[src/rtl/pixie_pkg.sv]
// Shared constants for the Pixie display pipeline: bus state codes, repeat-mode
// encodings and the default frame geometry used by front end, back end and frame buffer.
package pixie_pkg;

    localparam logic [1:0] SC_DMA = 2'b10;

    typedef enum logic [1:0] {
        MODE_X1     = 2'b00,
        MODE_X2     = 2'b01,
        MODE_X4     = 2'b10,
        MODE_X4_ALT = 2'b11
    } mode_e;

    localparam int DEF_TOTAL_LINES     = 262;
    localparam int DEF_FIRST_ACTIVE    = 64;
    localparam int DEF_ACTIVE_LINES    = 128;
    localparam int DEF_CYCLES_PER_LINE = 14;
    localparam int DEF_BYTES_PER_LINE  = 8;
    localparam int DEF_DMA_START_CYCLE = 2;
    localparam int DEF_INT_LINES       = 2;
    localparam int DEF_EFX_LINES       = 4;
    localparam int DEF_FB_AW           = 10;

    // log2 of the vertical repeat factor; the spare encoding behaves as x4.
    function automatic int mode_shift(input logic [1:0] m);
        case (m)
            MODE_X1: return 0;
            MODE_X2: return 1;
            default: return 2;
        endcase
    endfunction

endpackage

[src/rtl/pixie_line_counter.sv]
// Machine-cycle and line counters for the Pixie timing generator.
// Counts advance only on clk_enable; frame_start marks entry to line 0, cyc 0.
module pixie_line_counter #(
    parameter int TOTAL_LINES     = 262,
    parameter int CYCLES_PER_LINE = 14,
    parameter int CW              = 4,
    parameter int LW              = 9
) (
    input  logic          clk,
    input  logic          reset,
    input  logic          clk_enable,
    output logic [CW-1:0] cyc,
    output logic [LW-1:0] line,
    output logic [LW-1:0] next_line,
    output logic          wrap,
    output logic          frame_start
);

    localparam logic [CW-1:0] CYC_LAST  = CW'(CYCLES_PER_LINE - 1);
    localparam logic [LW-1:0] LINE_LAST = LW'(TOTAL_LINES - 1);

    assign wrap      = clk_enable && (cyc == CYC_LAST);
    assign next_line = (line == LINE_LAST) ? '0 : line + LW'(1);

    always_ff @(posedge clk or negedge reset) begin
        if (!reset) begin
            cyc         <= '0;
            line        <= '0;
            frame_start <= 1'b0;
        end else begin
            frame_start <= wrap && (line == LINE_LAST);
            if (wrap) begin
                cyc  <= '0;
                line <= next_line;
            end else if (clk_enable) begin
                cyc <= cyc + CW'(1);
            end
        end
    end

endmodule

[src/rtl/pixie_dma_timing_gen.sv]
// CDP1861-style display timing generator: DMAO/INT/EF1 generation with line repeat,
// frame-buffer capture of DMA-out bytes, short-line detection and a frame strobe.
module pixie_dma_timing_gen
    import pixie_pkg::*;
#(
    parameter int TOTAL_LINES     = DEF_TOTAL_LINES,
    parameter int FIRST_ACTIVE    = DEF_FIRST_ACTIVE,
    parameter int ACTIVE_LINES    = DEF_ACTIVE_LINES,
    parameter int CYCLES_PER_LINE = DEF_CYCLES_PER_LINE,
    parameter int BYTES_PER_LINE  = DEF_BYTES_PER_LINE,
    parameter int DMA_START_CYCLE = DEF_DMA_START_CYCLE,
    parameter int INT_LINES       = DEF_INT_LINES,
    parameter int EFX_LINES       = DEF_EFX_LINES,
    parameter int FB_AW           = DEF_FB_AW
) (
    input  logic             clk,
    input  logic             reset,
    input  logic             clk_enable,
    input  logic [1:0]       sc,
    input  logic             disp_on,
    input  logic             disp_off,
    input  logic [7:0]       data,
    input  logic [1:0]       mode,
    output logic             dmao,
    output logic             INT,
    output logic             efx,
    output logic [FB_AW-1:0] mem_addr,
    output logic [7:0]       mem_data,
    output logic             mem_wr_en,
    output logic             frame_start,
    output logic             dma_short
);

    localparam int CW = $clog2(CYCLES_PER_LINE);
    localparam int LW = $clog2(TOTAL_LINES);
    localparam int BW = $clog2(BYTES_PER_LINE + 1);

    localparam logic [CW-1:0] DMA_SET_CYC = CW'(DMA_START_CYCLE - 1);
    localparam logic [BW-1:0] LAST_BYTE   = BW'(BYTES_PER_LINE - 1);
    localparam logic [31:0]   ACT_LO      = 32'(FIRST_ACTIVE);
    localparam logic [31:0]   ACT_HI      = 32'(FIRST_ACTIVE + ACTIVE_LINES);
    localparam logic [31:0]   INT_LO      = 32'(FIRST_ACTIVE - INT_LINES);
    localparam logic [31:0]   EFX_LO      = 32'(FIRST_ACTIVE - EFX_LINES);
    localparam logic [31:0]   EFX_END_LO  = 32'(FIRST_ACTIVE + ACTIVE_LINES - EFX_LINES);

    if (DMA_START_CYCLE < 1 || DMA_START_CYCLE + BYTES_PER_LINE > CYCLES_PER_LINE) begin : g_bad_dma
        $error("DMA window does not fit inside a line");
    end
    if (ACTIVE_LINES * BYTES_PER_LINE > (1 << FB_AW)) begin : g_bad_fb
        $error("frame buffer too small for the active area");
    end
    if (FIRST_ACTIVE < INT_LINES || FIRST_ACTIVE < EFX_LINES) begin : g_bad_first
        $error("FIRST_ACTIVE leaves no room for INT/EFX lines");
    end
    if (FIRST_ACTIVE + ACTIVE_LINES > TOTAL_LINES) begin : g_bad_total
        $error("active area runs past the end of the frame");
    end

    logic [CW-1:0]    cyc;
    logic [LW-1:0]    line, next_line;
    logic             wrap;
    logic             disp_en, disp_en_next, line_en;
    logic             dma_active, last_wr, fetch;
    logic             next_active, int_next, efx_next;
    logic [1:0]       mode_l, mode_next;
    logic [BW-1:0]    byte_cnt;
    logic [FB_AW-1:0] row_base, row_base_next;
    logic [31:0]      line_w, rel, next_w, next_rel;
    int               sh, sh_next;

    pixie_line_counter #(
        .TOTAL_LINES    (TOTAL_LINES),
        .CYCLES_PER_LINE(CYCLES_PER_LINE),
        .CW             (CW),
        .LW             (LW)
    ) u_line_counter (
        .clk        (clk),
        .reset      (reset),
        .clk_enable (clk_enable),
        .cyc        (cyc),
        .line       (line),
        .next_line  (next_line),
        .wrap       (wrap),
        .frame_start(frame_start)
    );

    always_comb begin
        disp_en_next = disp_en;
        if (disp_off)
            disp_en_next = 1'b0;
        else if (disp_on)
            disp_en_next = 1'b1;
    end

    assign line_w = 32'(line);
    assign rel    = line_w - ACT_LO;
    assign sh     = mode_shift(mode_l);
    assign fetch  = line_en && (line_w >= ACT_LO) && (line_w < ACT_HI)
                    && ((rel & ((32'd1 << sh) - 32'd1)) == 32'd0);

    // Per-line state is prepared on the tick that enters the next line, so the
    // flags and row base are already valid for the whole of that line.
    assign next_w        = 32'(next_line);
    assign next_rel      = next_w - ACT_LO;
    assign next_active   = (next_w >= ACT_LO) && (next_w < ACT_HI);
    assign int_next      = (next_w >= INT_LO) && (next_w < ACT_LO);
    assign efx_next      = ((next_w >= EFX_LO) && (next_w < ACT_LO))
                           || ((next_w >= EFX_END_LO) && (next_w < ACT_HI));
    assign mode_next     = (next_line == '0) ? mode : mode_l;
    assign sh_next       = mode_shift(mode_next);
    assign row_base_next = next_active ? FB_AW'((next_rel >> sh_next) * 32'(BYTES_PER_LINE)) : '0;

    assign dmao      = dma_active;
    assign mem_wr_en = clk_enable && dma_active && (sc == SC_DMA);
    assign mem_data  = reset ? data : 8'h00;
    assign mem_addr  = row_base + FB_AW'(byte_cnt);
    assign last_wr   = mem_wr_en && (byte_cnt == LAST_BYTE);

    always_ff @(posedge clk or negedge reset) begin
        if (!reset) begin
            disp_en    <= 1'b0;
            line_en    <= 1'b0;
            mode_l     <= MODE_X1;
            dma_active <= 1'b0;
            byte_cnt   <= '0;
            row_base   <= '0;
            dma_short  <= 1'b0;
            INT        <= 1'b0;
            efx        <= 1'b0;
        end else begin
            dma_short <= 1'b0;
            if (clk_enable) begin
                disp_en <= disp_en_next;
                if (cyc == DMA_SET_CYC && fetch)
                    dma_active <= 1'b1;
                else if (wrap || last_wr)
                    dma_active <= 1'b0;
                dma_short <= wrap && dma_active && !last_wr;
                if (cyc == '0)
                    byte_cnt <= '0;
                else if (mem_wr_en)
                    byte_cnt <= byte_cnt + BW'(1);
                if (wrap) begin
                    line_en  <= disp_en_next;
                    INT      <= int_next && disp_en_next;
                    efx      <= efx_next;
                    row_base <= row_base_next;
                    mode_l   <= mode_next;
                end
            end
        end
    end

endmodule

[config.mk]
export PLATFORM = sky130hd
export DESIGN_NAME = pixie_dma_timing_gen
export DESIGN_NICKNAME = d
export VERILOG_FILES = /design/src/rtl/pixie_pkg.sv /design/src/rtl/pixie_line_counter.sv /design/src/rtl/pixie_dma_timing_gen.sv
export SDC_FILE = /design/constraint.sdc
export NUM_CORES = 1
export LEC_CHECK = 0
export ABC_AREA = 0
export CAP_MARGIN = 20
export CORE_ASPECT_RATIO = 0.75
export CORE_UTILIZATION = 35
export DETAILED_ROUTE_END_ITERATION = 12
export RECOVER_POWER = 25
export SYNTH_ARGS = -nofsm -noshare
export SYNTH_HDL_FRONTEND = slang
export SYNTH_SLANG_ARGS = --single-unit
[constraint.sdc]
create_clock -name clk -period 5.8 [get_ports clk]
set_clock_uncertainty 0.2 [all_clocks]
set_input_delay 1.16 -clock clk [delete_from_list [all_inputs] [get_ports clk]]
set_output_delay 1.16 -clock clk [all_outputs]
set_load 0.02 [all_outputs]
; ---- After elaboration in Yosys (flattened, before gate mapping)
; Index checks and enable logic that the tools add are counted.
[word_totals]
out_inout_bits = 24
register_bits = 36
[op_classes]
shift = 2
muxes = 15
n_reduce_logical = 30
n_eq_ne = 7
add_sub_neg = 7
bitwise_logic = 1
order_cmp = 8
[ops]
columns = op, n
row1 = AND 32 bit, 1
row2 = zero test 32 bit, 1
row3 = "<< shifter 1 x 32 -> 32 bit, first input constant", 1
row4 = right shift 32 x 32 -> 7 bit, 1
row5 = "subtractor 32 x 1 -> 32 bit, second input constant", 1
row6 = "subtractor 9 x 7 -> 10 bit, second input constant", 2
row7 = ">= comparator 9 x 6 -> 1 bit, second input constant", 2
row8 = ">= comparator 9 x 7 -> 1 bit, second input constant", 2
row9 = "less-than comparator 9 x 8 -> 1 bit, second input constant", 2
row10 = logical AND 1 bit, 16
row11 = two-way mux 4 bit, 4
row12 = adder 10 x 4 -> 10 bit, 1
row13 = two-way mux 10 bit, 1
row14 = "adder 9 x 1 -> 9 bit, second input constant", 1
row15 = "== test 9 bit, second input constant", 1
row16 = ">= comparator 9 x 8 -> 1 bit, second input constant", 1
row17 = zero test 9 bit, 1
row18 = "less-than comparator 9 x 7 -> 1 bit, second input constant", 1
row19 = two-way mux 9 bit, 1
row20 = "adder 4 x 1 -> 4 bit, second input constant", 2
row21 = two-way mux 8 bit, 1
row22 = case mux 2 bit (2 select lines), 2
row23 = AND reduction 2 bit, 3
row24 = nonzero test 2 bit, 3
row25 = 11 further kinds, 18

; ---- Logic depth before layout (Yosys ltp)
; Gate-level depths: netlist of run 1.
[depth]
depth_word = 10
depth_mapped = 14
ltp_nobuf = 13

; ---- By module
; From an unflattened synthesis of run 1, not the netlist that was laid out.
[hier_totals]
hier_cells = 248
area_unflattened_um2 = 2297.2
[by_module_without_submodules]
columns = mod, area_each_um2, seq_area_each_um2, cells_each, instances
row1 = pixie_dma_timing_gen, 1425.1, 475.5, 156, 1
row2 = pixie_line_counter, 872.1, 350.3, 92, 1

; ---- Worst setup path after synthesis of run 1
; No wires, ideal clock.
[synth_timing]
path_kind = in2out
startpoint = input sc[0]
endpoint = output mem_wr_en
setup_slack_ns = 2.741
arrival_ns = 1.699
required_ns = 4.440
n_path_buf = 1
path_stages = 2
path_cell_list = and4b_1 > clkbuf_1
[synth_via]
elab_chain_cells = 2
[synth_rtl]
columns = item, line_no
row1 = from (decl), pixie_dma_timing_gen.sv:19  ; input logic [1:0] sc,
row2 = == test 2 bit, pixie_dma_timing_gen.sv:114  ; assign mem_wr_en = clk_enable && dma_active && (sc == SC_DMA);
row3 = logical AND 1 bit, pixie_dma_timing_gen.sv:114
row4 = to (decl), pixie_dma_timing_gen.sv:29  ; output logic mem_wr_en,
; No other way between the ends.

; ---- Worst setup path in the final report of run 1
[layout_timing]
startpoint = input clk_enable
endpoint = output mem_wr_en
[layout_via]
elab_chain_cells = 2
[layout_rtl]
columns = item, line_no
row1 = from (decl), pixie_dma_timing_gen.sv:18  ; input logic clk_enable,
row2 = logical AND 1 bit (2 in a row), pixie_dma_timing_gen.sv:114
; No other way between the ends.

==> flow_summary.yaml, run 1 <==
outcome:
  run_status: "finished, final reports clean"
clock_tree:
  h-tree-depth: 2
  clk_pin_slew_worst_paths_ns: 0.07
  clockBufferDepth: 2
  cts_buf_count: 5
  cts_post_setup_buffers_inserted: 0
  tritoncts_num_sinks: 33
  cts.root.buffer_cell: "sky130_fd_sc_hd__clkbuf_8"
  tritoncts: "done"
  post_cts.resized_instances: 0
  hold_buffers: 0
  insertion_delay_ns: 0.29
finish:
  final_layout_size_suffix_gt1_share_pct: 9.12
  area.growth.synth_to_final_pct: 22.8
  layout.core_utilization_pct: 44.7
  finalNetCount: 320
  seq_area_sq_um: 826
  fillers: 632
  multi_input_comb_area_sq_um: 1360
  post_layout_inst_area_sq_um: 2840
  n_antenna_cell: 0
timing:
  grt_setup_unrepaired: "no"
  finalCritPeriodShare_pct: 74.2
  totalNegativeSetupSlack_ns: 0
  setup_viol_count_final: 0
  timing_worst_slew_pin_value_ns: 0.736
  slew_viol_final: 0
  smallest_setup_slack_after_layout_ns: 1.49
  final_period_minus_worst_setup_slack_ns: 4.31
  final_hold_viol_count: 0
  max_fclk_mhz: 232
  slew_headroom_pct: 50.8
detailed_routing:
  highest_signal_layer: "met4"
  finalWirelength_um: 5180
  firstDrtPassIters: 4
  route.antenna.remaining_nets: 0
  routedLengthMet1_um: 2700
  total_via_count_after_detailed_routing: 1887
  drcViolationCount: 0
  drt_iter0_drc: 83
  vias_per_cell: 5.16
  route.detailed.wl_per_inst_um: 14.2
  met2RoutedLength_um: 2110
  met3RoutedLength_um: 321
power_and_ir_drop:
  static_leak_uw: 0.00124
  powerDensity_nw_per_um2: 330
  irDropWorstVdd_uv: 116
  p_total_uw: 936
yosys:
  share_of_async_settable_or_async_resettable_flops_after_synthesis_pct: 100
  post_synth_main_area_contributors: "sky130_fd_sc_hd__dfrtp_1 36%, sky130_fd_sc_hd__ha_1 9.8%, sky130_fd_sc_hd__nand2_1 4.9%"
  netlist.area_leader.share_pct: 35.8
  synth_edf_count: 0
  yosys.cell_types.count: 50
  synthesis.area_sq_um: 2310
  synthCells: 250
  count_of_synthesis_stage_warnings_from_yosys: 0
  synth_flop_cell: "sky130_fd_sc_hd__dfrtp_1"
  largest_area_contributor_in_the_netlist: "sky130_fd_sc_hd__dfrtp_1"
  number_of_flip_flops_and_latches_in_the_synthesized_netlist: 33
  synth_fp_nets: 285
  synth_commonest_cells: "33 x sky130_fd_sc_hd__dfrtp_1, 30 x sky130_fd_sc_hd__nand2_1, 22 x sky130_fd_sc_hd__o21ai_0"
  syn_area_per_cell_sq_um: 9.23
  synth.most_common_cell: "sky130_fd_sc_hd__dfrtp_1"
  synth_seq_area_share_pct: 35.8
grt:
  antenna_violations_before_repair: 0
  grt.total_usage_pct: 16.3
  first_global_vias: 1762
  grt-ovfl-total: 0
  grt_pass1_wl_um: 8630
  pin_count_of_the_biggest_net_entering_global_routing: 42
setup_path:
  startpoint_type: "input port"
  crit_path_end_kind: "primary output"
  critPathKind: "input port to primary output"
  critical_path.max_fanout: 12
  crit_required_ns: 4.44
  worst-endpoint-arrival_ns: 2.95
floorplan:
  top_level_ports: 41
  placeableCoreArea_sq_um: 6350
  die_w_um: 95.8
  fp-row-count: 25
  chipHeight_um: 72.3
  dieArea_sq_um: 6930
  initial_core_util_pct: 36.4
place:
  weighted_congestion_reported_at_the_end_of_routability_driven_placement: 0.801
  placedInstanceArea_sq_um: 2750
  io_buffer_count: 40
  dp_worst_setup_slack_ns: 1.50
  hpwl_um: 3790
hold_path:
  holdCritPathClass: "flip-flop to flip-flop"
run:
  cap_violations: 0
## sequential cells by signal, indices dropped and copies added, names as in the netlist
name	cells
u_line_counter.line	9
row_base	7
byte_cnt	4
u_line_counter.cyc	4
mode_l	2
INT	1
disp_en	1
dma_short	1
dmao	1
efx	1
line_en	1
u_line_counter.frame_start	1
## power breakdown
group | switching, uW | leakage (uW) | internal [uW]
sequential | 67.8 | 0.000440 | 283
combinational | 221 | 0.000760 | 187
clock | 82.4 | 0.0000443 | 94.1
## final cells by class
class	count	share of cell area [%]
inverter	13	1.72
timing repair buffer	42	14.5
clock buffer	7	3.05
multi-input combinational	190	48.1
tap	81	3.57
sequential	33	29.1
## per-layer routing
| metal | vias to the layer above | global-route usage, % |
|---|---|---|
| met5 | - | 0 |
| met4 | 0 | 4.48 |
| met3 | 5 | 3.04 |
| met2 | 50 | 23.6 |
| met1 | 875 | 24.7 |
| li1 | 957 | - |
## logic make-up after synthesis
kind of cell / share of synthesized area (%)
flops: 35.8
xor+xnor: 5.69
compound gates: 16.9
simple gates: 21.1
fa+ha+maj: 9.76
mux: 5.58
buf+inv: 5.20
## path summary, 6_finish.rpt
path | start | slack [ns] | endpoint | cells past startpoint
worst max-delay path | clk_enable | 1.49 | mem_wr_en | 3
worst min-delay path | line_en | 0.30 | line_en | 2
worst max register to register | u_line_counter.line[2] | 2.32 | row_base[3] | 11
worst min register to register | line_en | 0.30 | line_en | 2
max in group asynchronous | reset | 4.35 | dma_short | 2
min in group asynchronous | reset | 0.71 | row_base[6] | 2
## critical path, stage by stage
cell and delay (ns):
sky130_fd_sc_hd__clkdlybuf4s50_1 0.75, sky130_fd_sc_hd__and4b_1 0.39, sky130_fd_sc_hd__clkdlybuf4s50_1 0.64
## metrics by stage
step	hold WS (ns)	std cells
2_1_floorplan	0.246	250
3_3_place_gp	0.275	359
3_5_place_dp	0.279	359
4_1_cts	0.300	366
5_1_grt	0.315	366
6_report	0.298	366
## placed cells by master, fill, tap and decap left out, types with 2 or more instances in the layout
master                            Yosys  routed
sky130_fd_sc_hd__clkdlybuf4s50_1      0      39
sky130_fd_sc_hd__dfrtp_1             33      33
sky130_fd_sc_hd__nand2_1             30      30
sky130_fd_sc_hd__o21ai_0             22      22
sky130_fd_sc_hd__ha_1                18      18
sky130_fd_sc_hd__nor2_1              16      16
sky130_fd_sc_hd__inv_1               13      13
sky130_fd_sc_hd__and2_1               9       9
sky130_fd_sc_hd__nand3_1              8       8
sky130_fd_sc_hd__xor2_1               8       8
sky130_fd_sc_hd__xnor2_1              7       7
sky130_fd_sc_hd__a21oi_1              7       7
sky130_fd_sc_hd__nand4_1              6       6
sky130_fd_sc_hd__clkbuf_8             0       6
sky130_fd_sc_hd__mux2i_1              5       5
sky130_fd_sc_hd__or3_1                4       4
sky130_fd_sc_hd__mux2_2               4       4
sky130_fd_sc_hd__and3_1               3       3
sky130_fd_sc_hd__o211ai_1             3       3
sky130_fd_sc_hd__o221ai_1             3       3
sky130_fd_sc_hd__a32oi_1              3       3
sky130_fd_sc_hd__a21o_1               2       2
sky130_fd_sc_hd__a21bo_2              2       2
sky130_fd_sc_hd__nand3b_1             2       2
sky130_fd_sc_hd__nor3b_1              2       2
sky130_fd_sc_hd__o41ai_1              2       2
sky130_fd_sc_hd__nor2b_1              2       2
sky130_fd_sc_hd__buf_4                4       2
No activity file was read; power rests on OpenSTA's default activity.
==> inputs of run 2 (changes only) <==
==> constraint.sdc (replaced) <==
create_clock -name clk -period 3.8 [get_ports clk]
set_clock_uncertainty 0.2 [all_clocks]
set_input_delay 0.76 -clock clk [delete_from_list [all_inputs] [get_ports clk]]
set_output_delay 0.76 -clock clk [all_outputs]
set_load 0.02 [all_outputs]
==> flow_summary.yaml, run 2 (synthesis results as in run 1) <==
finish:
  area.growth.synth_to_final_pct: 25.9
  register_with_the_highest_flop_count: "u_line_counter.line"
  final_layout_size_suffix_gt1_share_pct: 10.6
  fillers: 600
  finalNetCount: 326
  reg.largest.list: "u_line_counter.line: 9 flops, row_base: 7 flops"
  n_antenna_cell: 0
  number_of_flip_flops_under_the_largest_register_name: 9
  most_frequent_cells_in_the_layout: "39 x sky130_fd_sc_hd__clkdlybuf4s50_1, 33 x sky130_fd_sc_hd__dfrtp_1, 30 x sky130_fd_sc_hd__nand2_1"
  layout.cells.most_common: "sky130_fd_sc_hd__clkdlybuf4s50_1"
  post_layout_nonfiller_instances: 373
clock_tree:
  insertion_delay_ns: 0.29
  cts.root.buffer_cell: "sky130_fd_sc_hd__clkbuf_8"
  hold_buffers: 0
  tritoncts: "done"
  post_cts.resized_instances: 0
  cts_buf_count: 5
  cts_post_setup_buffers_inserted: 0
  clockBufferDepth: 2
  clk_pin_slew_worst_paths_ns: 0.07
  tritoncts_num_sinks: 33
  h-tree-depth: 2
outcome:
  run_status: "finished, violations left"
  violated_checks: "max-capacitance violations, max-slew violations"
grt:
  antenna_violations_before_repair: 0
  grt.total_usage_pct: 16.7
  grt-ovfl-total: 0
  grt_pass1_wl_um: 8830
  pin_count_of_the_biggest_net_entering_global_routing: 34
  first_global_vias: 1750
power_and_ir_drop:
  powerDensity_nw_per_um2: 523
  p_total_uw: 1520
  static_leak_uw: 0.00128
  irDropWorstVdd_uv: 200
setup_path:
  crit_required_ns: 3.80
  crit_path_end_kind: "flip-flop"
  worst-endpoint-arrival_ns: 3.23
  startpoint_type: "flip-flop"
  setup_slack_on_the_worst_flop_to_flop_path_ns: 0.57
  critPathKind: "flip-flop to flip-flop"
  launch_instance_of_the_worst_register_to_register_path: "u_line_counter.line[0]"
  worst_setup_path_startpoint: "u_line_counter.line[0]"
  critical_path.max_fanout: 9
timing:
  timing_worst_slew_pin_value_ns: 1.85
  finalCritPeriodShare_pct: 84.9
  final_period_minus_worst_setup_slack_ns: 3.23
  slew_viol_final: 34
  totalNegativeSetupSlack_ns: 0
  grt_setup_unrepaired: "no"
  final_hold_viol_count: 0
  max_fclk_mhz: 310
  slew_headroom_pct: -23.6
  setup_viol_count_final: 0
floorplan:
  initial_core_util_pct: 36.4
  fp-row-count: 25
  top_level_ports: 41
  placeableCoreArea_sq_um: 6350
  chipHeight_um: 72.3
  die_w_um: 95.8
  dieArea_sq_um: 6930
place:
  post-place-cells: 365
  io_buffer_count: 40
  weighted_congestion_reported_at_the_end_of_routability_driven_placement: 0.814
  hpwl_um: 4080
detailed_routing:
  met3RoutedLength_um: 309
  vias_per_cell: 5.14
  routedLengthMet1_um: 2820
  highest_signal_layer: "met4"
  firstDrtPassIters: 4
  drt_iter0_drc: 156
  met2RoutedLength_um: 2240
  total_via_count_after_detailed_routing: 1918
  route.antenna.remaining_nets: 0
  drcViolationCount: 0
  route.detailed.wl_per_inst_um: 14.6
  finalWirelength_um: 5430
hold_path:
  holdCritStartpoint: "INT"
  holdCritPathClass: "flip-flop to flip-flop"
run:
  cap_violations: 1
run 2: power breakdown:
| part | switching [uW] | internal (uW) | total, uW |
|---|---|---|---|
| logic | 346 | 294 | 641 |
| registers | 103 | 432 | 535 |
| clock network | 130 | 214 | 344 |
| total | 580 | 940 | 1520 |
run 2: worst max-delay path, cell delays in order, from the launching register on:
cell and delay, ns:
sky130_fd_sc_hd__dfrtp_1 0.49, sky130_fd_sc_hd__ha_1 0.30, sky130_fd_sc_hd__nand3_1 0.13, sky130_fd_sc_hd__buf_4 0.18, sky130_fd_sc_hd__or3_1 0.36, sky130_fd_sc_hd__a21o_1 0.25, sky130_fd_sc_hd__ha_1 0.25, sky130_fd_sc_hd__inv_1 0.08
sky130_fd_sc_hd__a31oi_1 0.06, sky130_fd_sc_hd__nor4b_4 0.43, sky130_fd_sc_hd__nand2_2 0.16, sky130_fd_sc_hd__o31ai_2 0.24
run 2: path summary, 6_finish.rpt:
kind / endpoint / cells after the start
setup / recovery: row_base[3] / 11
hold / removal: INT / 2
setup reg to reg: row_base[3] / 11
hold reg to reg: INT / 2
max in group asynchronous: byte_cnt[3] / 2
min in group asynchronous: u_line_counter.line[5] / 2
run 2: layer usage:
metal | global-route usage, % | up-vias
met3 | 2.94 | 7
met1 | 25.9 | 898
met2 | 23.7 | 48
met4 | 4.48 | 0
met5 | 0 | -
li1 | - | 965
run 2: final cells by class:
cell class,instances,area [sq um],share of cell area [%]
Timing Repair Buffer,48,450,15.5
Tap cell,81,101,3.49
Sequential cell,33,826,28.4
Multi-Input combinational cell,190,1360,46.9
Inverter,13,48.8,1.68
Clock buffer,7,86.3,2.97
Clock inverter,1,30.0,1.03
run 2: metrics by stage:
| step | setup slack (ns) | util (%) | area [sq um] | hold slack [ns] |
|---|---|---|---|---|
| 6_report | 0.575 | 45.8 | 2910 | 0.289 |
| 5_1_grt | 0.249 | 45.8 | 2910 | 0.330 |
| 4_1_cts | 0.624 | 45.8 | 2910 | 0.291 |
| 3_5_place_dp | 0.641 | 44.0 | 2790 | 0.262 |
| 3_3_place_gp | 0.651 | 44.0 | 2790 | 0.268 |
| 2_1_floorplan | 0.792 | - | 2310 | 0.246 |
